===== config.mk =====
export PLATFORM = sky130hd
export DESIGN_NAME = ram_flat
export DESIGN_NICKNAME = d
export VERILOG_FILES = /design/src/rtl/ram_if.sv /design/src/rtl/ram.sv /design/src/flat_wrapper.sv
export SDC_FILE = /design/constraint.sdc
export NUM_CORES = 1
export LEC_CHECK = 0
export CAP_MARGIN = 25
export CORE_AREA = 2 2 113 115
export DETAILED_ROUTE_END_ITERATION = 7
export DIE_AREA = 0 0 115 117
export PLACE_DENSITY = 0.67
export SYNTH_ARGS = -nofsm -noshare
export SYNTH_HDL_FRONTEND = slang
export SYNTH_SLANG_ARGS = --single-unit

===== constraint.sdc =====
create_clock -name ck -period 1.7 [get_ports ck]
set_input_delay 0.425 -clock ck [delete_from_list [all_inputs] [get_ports ck]]
set_output_delay 0.425 -clock ck [all_outputs]
set_load 0.005 [all_outputs]

===== src/rtl/ram_if.sv =====
// rtl/ram_if.sv - single-port RAM access bus with master/slave views
interface ram_if #(
    parameter int DATA_WIDTH = 8,
    parameter int ADDR_WIDTH = 4
);
    logic                  chip_sel;
    logic                  write_enable;
    logic [DATA_WIDTH-1:0] data_in;
    logic [ADDR_WIDTH-1:0] address;
    logic [DATA_WIDTH-1:0] data_out;

    modport master (
        output chip_sel,
        output write_enable,
        output data_in,
        output address,
        input  data_out
    );

    modport slave (
        input  chip_sel,
        input  write_enable,
        input  data_in,
        input  address,
        output data_out
    );
endinterface


===== src/rtl/ram.sv =====
// rtl/ram.sv - single-port synchronous RAM, registered write-through read port
// Optional macro RAM_RESET_CLEAR_EN: reset also clears every array word.
module ram #(
    parameter int DATA_WIDTH = 8,
    parameter int ADDR_WIDTH = 4
) (
    input  logic ck,
    input  logic rst,
    ram_if.slave bus
);
    localparam int DEPTH = 1 << ADDR_WIDTH;

    logic [DATA_WIDTH-1:0] mem_q [DEPTH];
    logic [DATA_WIDTH-1:0] data_out_q;
    logic [DATA_WIDTH-1:0] data_out_d;
    logic                  wr_en;

    always_comb begin
        wr_en      = bus.chip_sel & bus.write_enable;
        data_out_d = '0;
        if (bus.chip_sel) begin
            if (bus.write_enable) begin
                data_out_d = bus.data_in;
            end else begin
                data_out_d = mem_q[bus.address];
            end
        end
    end

    always_ff @(posedge ck or posedge rst) begin
        if (rst) begin
            data_out_q <= '0;
        end else begin
            data_out_q <= data_out_d;
        end
    end

`ifdef RAM_RESET_CLEAR_EN
    always_ff @(posedge ck or posedge rst) begin
        if (rst) begin
            for (int i = 0; i < DEPTH; i++) begin
                mem_q[i] <= '0;
            end
        end else if (wr_en) begin
            mem_q[bus.address] <= bus.data_in;
        end
    end
`else
    // No reset on the array so it can map onto block or distributed RAM.
    always_ff @(posedge ck) begin
        if (wr_en && !rst) begin
            mem_q[bus.address] <= bus.data_in;
        end
    end
`endif

    assign bus.data_out = data_out_q;
endmodule


===== src/flat_wrapper.sv =====
// flat-port wrapper written by rule: the top's interface ports become plain ports
module ram_flat 
#(
    parameter int DATA_WIDTH = 8,
    parameter int ADDR_WIDTH = 4
)
  (ck, rst, bus_chip_sel, bus_write_enable, bus_data_in, bus_address, bus_data_out);
  ram_if #(.DATA_WIDTH(DATA_WIDTH), .ADDR_WIDTH(ADDR_WIDTH)) bus_i ();
  input  logic ck;
  input  logic rst;
  input wire logic [$bits(bus_i.chip_sel)-1:0] bus_chip_sel;
  input wire logic [$bits(bus_i.write_enable)-1:0] bus_write_enable;
  input wire logic [$bits(bus_i.data_in)-1:0] bus_data_in;
  input wire logic [$bits(bus_i.address)-1:0] bus_address;
  output wire logic [$bits(bus_i.data_out)-1:0] bus_data_out;
  assign bus_i.chip_sel = bus_chip_sel;
  assign bus_i.write_enable = bus_write_enable;
  assign bus_i.data_in = bus_data_in;
  assign bus_i.address = bus_address;
  assign bus_data_out = bus_i.data_out;
  ram #(.DATA_WIDTH(DATA_WIDTH), .ADDR_WIDTH(ADDR_WIDTH)) u_core (.ck(ck), .rst(rst), .bus(bus_i));
endmodule

[Word-level counts from Yosys, hierarchy flattened]
Memories as Yosys holds them, arrays and structs flattened.
Cells that the tools add are included.
Cells by class
  muxes and demuxes: 4
  reduce and logical (&&, ||, !) cells: 2
  bitwise operators: 1
Operators with widths (number)
  two-way mux 8 bit: 2
  two-way mux 1 bit: 2
  bitwise AND 1 bit: 1
  logical AND 1 bit: 1
  logical NOT 1 bit: 1
Word-level totals
  flip-flop bits (word level): 8
  memories: 1
  bits of input ports: 16
  RAM bits: 128
  logic and storage cells: 9
Memory list
  u_core.mem_q: depth 16, width 8, read ports 1, clocked after memory_dff 0, wr ports 1, RTL line ram.sv:13  | logic [DATA_WIDTH-1:0] mem_q [DEPTH];

[Depth between registers and ports, before layout]
Gate-level depths: netlist of run 1.
  depth in word-level cells: 4
  depth in mapped cells: 7

[Least setup slack after synthesis of run 1]
No wires, ideal clock.
  path type: in2reg
  start point: in bus_address[0]
  end point: mem u_core.mem_q[1][0] (enable)
  path slack: -0.339 ns
  library setup time: 0.383 ns
  buffers on the path: 1
  arrival time: 1.656 ns
  cell stages on the path: 4
  path through: buf_6 -> nand2b_1 -> or3_1 -> nor3_1
RTL lines
  from (decl): RTL line flat_wrapper.sv:14  | input wire logic [$bits(bus_i.address)-1:0] bus_address;
  to (decl): RTL line ram.sv:13
Straight into the memory's write port.

[Worst setup path after layout of run 1]
  start point: in rst
  end point: mem u_core.mem_q[10][2] (enable)
On the way
  cells in the longest elaborated chain, start to end: 4
Ends and longest elaborated chain
  from (decl): RTL line flat_wrapper.sv:10  | input logic rst;
  logical NOT 1 bit (no line)
  logical AND 1 bit: RTL line ram.sv:51  | if (wr_en && !rst) begin
  two-way mux 1 bit: RTL line ram.sv:51
  two-way mux 1 bit (not written as such): RTL line ram.sv:52  | mem_q[bus.address] <= bus.data_in;
Every way passes these cells.

==> results of run 1 <==
## synthesized netlist by cell type
master and instances:
sky130_fd_sc_hd__and3_1 2, sky130_fd_sc_hd__nand2b_4 1, sky130_fd_sc_hd__edfxtp_1 128, sky130_fd_sc_hd__buf_4 3
sky130_fd_sc_hd__nor2_1 15, sky130_fd_sc_hd__nand2b_1 5, sky130_fd_sc_hd__o21ai_0 8, sky130_fd_sc_hd__mux4_2 12
sky130_fd_sc_hd__o221ai_1 6, sky130_fd_sc_hd__a31oi_1 1, sky130_fd_sc_hd__buf_6 3, sky130_fd_sc_hd__or3b_1 2
sky130_fd_sc_hd__or2_2 1, sky130_fd_sc_hd__buf_2 7, sky130_fd_sc_hd__o22ai_1 12, sky130_fd_sc_hd__o21bai_1 5
sky130_fd_sc_hd__buf_8 1, sky130_fd_sc_hd__dfrtp_1 8, sky130_fd_sc_hd__nand3_1 2, sky130_fd_sc_hd__or3_1 3
sky130_fd_sc_hd__mux2i_1 31, sky130_fd_sc_hd__inv_1 3, sky130_fd_sc_hd__mux2_2 10, sky130_fd_sc_hd__nor3_1 10
sky130_fd_sc_hd__o32ai_1 2, sky130_fd_sc_hd__nor3_2 1, sky130_fd_sc_hd__nand2_1 6, sky130_fd_sc_hd__a21oi_1 6
sky130_fd_sc_hd__nor4b_1 2, sky130_fd_sc_hd__nand3b_1 2
## cell families after synthesis
family	count (synthesis)	share of synthesized area, %
AOI/OAI and AO/OA	40	4.80
buffers and inverters	17	2.18
DFF	136	75.0
muxes	53	12.8
and+or+nand+nor	52	5.22
## flip-flops by register name, summed over array words and instances, names as in the netlist
signal / flops
u_core.mem_q: 128
u_core.bus.data_out: 8
## worst max-delay path, delay by kind of cell
| kind | cells | cell delay [ps] |
|---|---|---|
| buffers and inverters | 2 | 710 |
| and+or+nand+nor | 2 | 630 |
## final timing paths
check | startpoint | to | slack (ps) | cells after the start
min reg2reg | u_core.mem_q[9][5]$_DFFE_PP_ | u_core.bus.data_out[5]$_DFF_PP0_ | 780 | 4
min in group ck | bus_chip_sel | u_core.bus.data_out[6]$_DFF_PP0_ | 520 | 4
min | rst | u_core.bus.data_out[3]$_DFF_PP0_ | 500 | 2
max | rst | u_core.mem_q[10][2]$_DFFE_PP_ | 50 | 4
max in group asynchronous | rst | u_core.bus.data_out[4]$_DFF_PP0_ | 920 | 2
max reg2reg | u_core.mem_q[11][7]$_DFFE_PP_ | u_core.bus.data_out[7]$_DFF_PP0_ | 380 | 4
## power by group
part	internal, mW	total, mW	switching, mW
logic	0.228	0.473	0.246
registers	3.70	3.71	0.00963
clock network	1.98	3.20	1.23
total	5.91	7.39	1.48
## area by class of cell
type / instances / area, um^2 / share of cell area, %
Sequential cell: 136 / 4040 / 58.4
Multi-Input combinational cell: 145 / 1340 / 19.4
Timing Repair Buffer: 85 / 816 / 11.8
Clock buffer: 21 / 440 / 6.36
Tap cell: 150 / 188 / 2.71
Clock inverter: 10 / 81.3 / 1.17
Inverter: 3 / 11.3 / 0.163
## layout by cell type, fill, tap and decap left out, drive strengths merged, types with 10 or more instances in the layout
cell           count
edfxtp           128
mux2              10
mux2i             31
clkdlybuf4s50     12
o22ai             12
buf               64
nor2              15
mux4              12
nor3              11
clkbuf            21
## per-layer routing
metal | up-vias | GRT usage (%) | wire, um
met5 | - | 0 | 0
met4 | 0 | 6.51 | 91
met3 | 7 | 5.25 | 587
met2 | 83 | 27.6 | 5530
met1 | 1524 | 23.9 | 4920
li1 | 1391 | - | -
## per-stage QoR
| step | cell area, um^2 | setup slack (ps) |
|---|---|---|
| after floorplan | 5470 | -176 |
| after global routing | 6920 | -16.7 |
| after global placement | 6320 | -500 |
| after detailed placement | 6320 | -519 |
| final | 6920 | 45.9 |
| after CTS | 6850 | -54.7 |
## timing repair
item | in CTS | in global routing
hold endpoints to repair | 0 | 0
pin swaps | 1 | 3
resized for setup | 3 | 19
setup buffers | 0 | 1
hold buffers | 0 | 0
endpoints found under the setup margin | 129 | 86
==> results.py, run 1 <==
metrics = {
    "timing": {
        "worst-slew-pin-transition_ps": 402,
        "timing_hold_violations_final": 0,
        "tightest_hold_margin_ps": 499,
        "time_the_final_worst_path_needs_with_i_o_delays_and_setup_ps": 1650,
        "final.period_utilization_pct": 97.3,
        "fin_worst_skew_ps": 11.6,
        "drv_slew": 0,
        "timing.fmax_mhz": 605,
        "slew-limit-headroom_pct": 73.2,
        "totalNegativeSetupSlack_ps": 0,
        "finalSetupViolations": 0,
    },
    "synth": {
        "ys_ff_latch": 136,
        "postSynthCellCount": 298,
        "ys_top_cells_by_area": "sky130_fd_sc_hd__edfxtp_1 (71%), sky130_fd_sc_hd__mux2i_1 (5.8%), sky130_fd_sc_hd__mux4_2 (5.0%), sky130_fd_sc_hd__dfrtp_1 (3.7%), sky130_fd_sc_hd__mux2_2 (2.1%)",
        "post_synth_instance_area_um2": 5400,
        "synth.yosys.seq_area_share_pct": 75.0,
        "post_synth_num_cell_types": 30,
        "yosys_warnings": 0,
        "synth_largest_type_area_fraction_pct": 71.2,
        "synth.net_count": 314,
        "syn-mean-instance-area_um2": 18.1,
        "synth_top_cell_by_area": "sky130_fd_sc_hd__edfxtp_1",
    },
    "cells_and_area": {
        "drive_gt1_share_pct": 32.5,
        "area.growth.synth_to_final_pct": 28.3,
        "final_net_count": 404,
        "final_cell_count_no_fill": 550,
        "antennaDiodeCount": 0,
        "layout.core_utilization_pct": 56.2,
        "fill_cells": 916,
    },
    "clock_tree": {
        "worst_setup_hold_path_clk_slew_ps": 60,
        "clockBufferDepth": 2,
        "num_clock_sinks": 136,
        "insertion_delay_ps": 400,
        "tritoncts.num_buffers": 17,
        "clock_tree_from_tritoncts": "yes",
        "cts.htree.levels": 4,
        "root_buffer": "sky130_fd_sc_hd__clkbuf_16",
    },
    "detailed_routing": {
        "dr.pass1.iters": 4,
        "drc_violations": 0,
        "viasPerCell": 5.46,
        "wirelength_um": 11100,
        "route.detailed.wl_per_inst_um": 20.2,
        "antenna_left": 0,
        "detail_route.iter0.violations": 197,
        "routed-via-count": 3005,
    },
    "global_route": {
        "grt_use_total_pct": 17.7,
        "initial_antenna_violation_count": 0,
        "total_congestion_overflow": 0,
        "grt_first_pass_wirelength_um": 17000,
        "pin_count_of_the_biggest_net_entering_global_routing": 25,
        "via_count_of_the_first_global_routing_pass": 3040,
    },
    "worst_setup_path": {
        "worst_path_largest_cell_delay_ps": 530,
        "critical_path_required_ps": 1810,
        "crit_fanout": 5,
        "crit_arrival_ps": 1770,
        "worst-setup-path-type": "in2reg",
        "critPathSlowestCell": "sky130_fd_sc_hd__clkdlybuf4s50_1",
        "kind_of_launch_point_of_the_worst_setup_path": "input pin",
        "crit_chain": "clkdlybuf4s50_1 -> or3_4 -> nor2_2 -> buf_4",
        "endpoint_kind": "flop",
    },
    "hold_path": {
        "worst_hold_path_type": "in2async",
    },
    "placement": {
        "placement.io_buffers": 23,
        "globalplace.congestion": 0.884,
        "dp_hpwl_um": 7800,
        "placed_insts": 518,
    },
    "power_and_ir_drop": {
        "totalPowerFinal_mw": 7.39,
        "irDropWorstVdd_mv": 0.741,
        "power_leakage_nw": 2.53,
        "power_density_nw_per_um2": 1070,
    },
    "status": {
        "run_status": "finished clean",
    },
    "floorplan": {
        "placement_rows": 41,
        "floorplan.die_area_um2": 13500,
        "design.portCount": 24,
        "die_height_um": 117,
        "initial_utilization_pct": 43.8,
        "dieWidth_um": 115,
        "core_region_area_um2": 12300,
    },
    "flow_run": {
        "max-cap-violations": 0,
    },
}
No activity file was read; power rests on OpenSTA's default activity.
==> inputs of run 2 (changes only) <==
Settings changed: CTS_BUF_LIST from default to sky130_fd_sc_hd__clkbuf_4 sky130_fd_sc_hd__clkbuf_8 sky130_fd_sc_hd__clkbuf_16, CTS_CLUSTER_DIAMETER from default to 150.
==> run 2 against run 1 <==
Net effect: register-to-register slack got worse by 20 ps; first-iteration DRC count grew 4.6%; sequential share of layout area decreased by 0.19 points; clock power is 2% higher; utilization grew 0.18 points; critical endpoint unchanged; largest cell class unchanged; largest power group unchanged; highest routed layer unchanged.
==> results.py, run 2 (same netlist as run 1, synthesis figures left out) <==
metrics = {
    "clock_tree": {
        "tritoncts.num_buffers": 17,
        "root_buffer": "sky130_fd_sc_hd__clkbuf_16",
        "worst_setup_hold_path_clk_slew_ps": 60,
        "clock_tree_from_tritoncts": "yes",
        "insertion_delay_ps": 410,
        "num_clock_sinks": 136,
        "clockBufferDepth": 2,
        "cts.htree.levels": 4,
    },
    "timing": {
        "grt_setup_unrepaired": "no",
        "fin_worst_skew_ps": 20.2,
        "worst_slack_ps": 41.8,
        "slew-limit-headroom_pct": 72.1,
        "worst-slew-pin-transition_ps": 417,
        "timing_hold_violations_final": 0,
        "time_the_final_worst_path_needs_with_i_o_delays_and_setup_ps": 1660,
        "final.period_utilization_pct": 97.5,
        "finalSetupViolations": 0,
        "drv_slew": 0,
        "timing.fmax_mhz": 603,
    },
    "cells_and_area": {
        "fin_area_um2": 6940,
        "most_frequent_standard_cell_in_the_layout_excluding_fill_and_tap_cells": "sky130_fd_sc_hd__edfxtp_1",
        "mostFrequentLayoutCells": "sky130_fd_sc_hd__edfxtp_1 (128), sky130_fd_sc_hd__buf_4 (51), sky130_fd_sc_hd__mux2i_1 (31), sky130_fd_sc_hd__clkbuf_16 (17)",
        "area.growth.synth_to_final_pct": 28.7,
        "max_flop_register": "u_core.mem_q",
        "fill_cells": 917,
        "final_net_count": 404,
        "drive_gt1_share_pct": 33.5,
        "final_cell_count_no_fill": 550,
        "largest_reg_flops": 128,
        "antennaDiodeCount": 0,
    },
    "global_route": {
        "total_congestion_overflow": 0,
        "grt_use_total_pct": 17.9,
        "use_met3_pct": 5.72,
        "global_routing_met1_resource_utilization_pct": 23.8,
        "pin_count_of_the_biggest_net_entering_global_routing": 25,
        "most_utilized_layer_in_the_global_route_result": "met2",
        "initial_antenna_violation_count": 0,
        "grt_first_pass_wirelength_um": 17100,
        "via_count_of_the_first_global_routing_pass": 3051,
        "grt_use_met2_pct": 27.8,
    },
    "floorplan": {
        "core_region_area_um2": 12300,
        "die_height_um": 117,
        "floorplan.die_area_um2": 13500,
        "dieWidth_um": 115,
        "initial_utilization_pct": 43.8,
        "design.portCount": 24,
        "placement_rows": 41,
    },
    "placement": {
        "placement.io_buffers": 23,
        "placed_insts": 518,
        "placement.cell_area_um2": 6320,
        "dp_hpwl_um": 7800,
        "dpl_worst_slack_ps": -519,
        "globalplace.congestion": 0.884,
    },
    "worst_setup_path": {
        "crit_buf_inv": 2,
        "worst_setup_path_startpoint": "rst",
        "critical_path_required_ps": 1810,
        "crit_fanout": 5,
        "endpoint_kind": "flop",
        "timing.critical_path.max_delay_family": "buffers and inverters",
        "crit_arrival_ps": 1770,
        "worst-setup-path-type": "in2reg",
        "kind_of_launch_point_of_the_worst_setup_path": "input pin",
        "timing.critical_path.depth": 4,
        "reg2regPathDepth": 3,
        "crit-reg2reg-launch": "u_core.mem_q[4][1]$_DFFE_PP_",
        "worst_r2r_end": "u_core.bus.data_out[1]$_DFF_PP0_",
        "critPathSlowestCell": "sky130_fd_sc_hd__clkdlybuf4s50_1",
        "worst_path_largest_cell_delay_ps": 530,
        "crit_chain": "clkdlybuf4s50_1 -> or3_4 -> nor2_2 -> buf_4",
        "rrSetupSlack_ps": 360,
    },
    "power_and_ir_drop": {
        "irDropWorstVdd_mv": 0.720,
        "totalPowerFinal_mw": 7.46,
        "power_density_nw_per_um2": 1070,
        "power_leakage_nw": 2.59,
    },
    "detailed_routing": {
        "route.detailed.wl_per_inst_um": 20.4,
        "wirelength_um": 11200,
        "antenna_left": 0,
        "dr.pass1.iters": 4,
        "viasPerCell": 5.53,
        "routed-via-count": 3042,
        "detail_route.iter0.violations": 206,
        "drc_violations": 0,
    },
    "hold_path": {
        "worst_hold_path_type": "in2async",
    },
    "status": {
        "run_status": "finished clean",
    },
    "flow_run": {
        "max-cap-violations": 0,
    },
}
run 2: changes by cell type in the layout (fill, tap and decap cells not counted):
cell,before,now
sky130_fd_sc_hd__clkbuf_4,0,4
sky130_fd_sc_hd__clkbuf_1,4,0
sky130_fd_sc_hd__dlymetal6s2s_1,8,11
sky130_fd_sc_hd__clkdlybuf4s50_1,12,9
run 2: worst max-delay path by stage:
stage	to
2_1_floorplan	u_core.mem_q[15][0]$_DFFE_PP_
3_5_place_dp	u_core.mem_q[14][0]$_DFFE_PP_
4_1_cts	u_core.mem_q[3][0]$_DFFE_PP_
3_3_place_gp	u_core.mem_q[1][2]$_DFFE_PP_
5_1_grt	u_core.mem_q[10][2]$_DFFE_PP_
6_report	u_core.mem_q[10][2]$_DFFE_PP_
run 2: repair_timing:
item | 4_1_cts | 5_1_grt
gates resized for setup | 3 | 22
cloned | 0 | 0
hold buffers | 0 | 0
buffers inserted | 0 | 1
pin swaps | 1 | 3
endpoints found under the setup margin | 129 | 86
run 2: report_power, final:
group	internal, mW	switching, mW
Combinational	0.226	0.246
Sequential	3.70	0.00946
Clock	2.04	1.24
run 2: cell type report:
| class | instances | area, um^2 | area share (%) |
|---|---|---|---|
| Tap cell | 150 | 188 | 2.70 |
| Clock inverter | 10 | 81.3 | 1.17 |
| Inverter | 3 | 11.3 | 0.162 |
| Timing Repair Buffer | 85 | 823 | 11.9 |
| Clock buffer | 21 | 455 | 6.56 |
| Sequential cell | 136 | 4040 | 58.2 |
| Multi-Input combinational cell | 145 | 1340 | 19.3 |
run 2: routing by layer:
| metal | up-vias | share of wire, % | wire length [um] |
|---|---|---|---|
| li1 | 1384 | - | - |
| met1 | 1558 | 45 | 5010 |
| met2 | 91 | 50 | 5580 |
| met3 | 9 | 4.9 | 546 |
| met4 | 0 | 0.91 | 102 |
| met5 | - | 0 | 0 |
run 2: through the flow:
stage | hold WS (ps) | TNS, ps | utilization [%]
floorplan | 241 | -12480 | -
global placement | 771 | -62750 | 51.3
detailed placement | 765 | -64650 | 51.3
CTS | 431 | -1490 | 55.8
global route | 517 | 0 | 56.4
finish | 494 | 0 | 56.4
run 2: worst register-to-register path: stages (launching register included):
cell                       delay [ps]
sky130_fd_sc_hd__edfxtp_1         370
sky130_fd_sc_hd__mux4_2           480
sky130_fd_sc_hd__o21bai_1         230
sky130_fd_sc_hd__a21oi_1          120
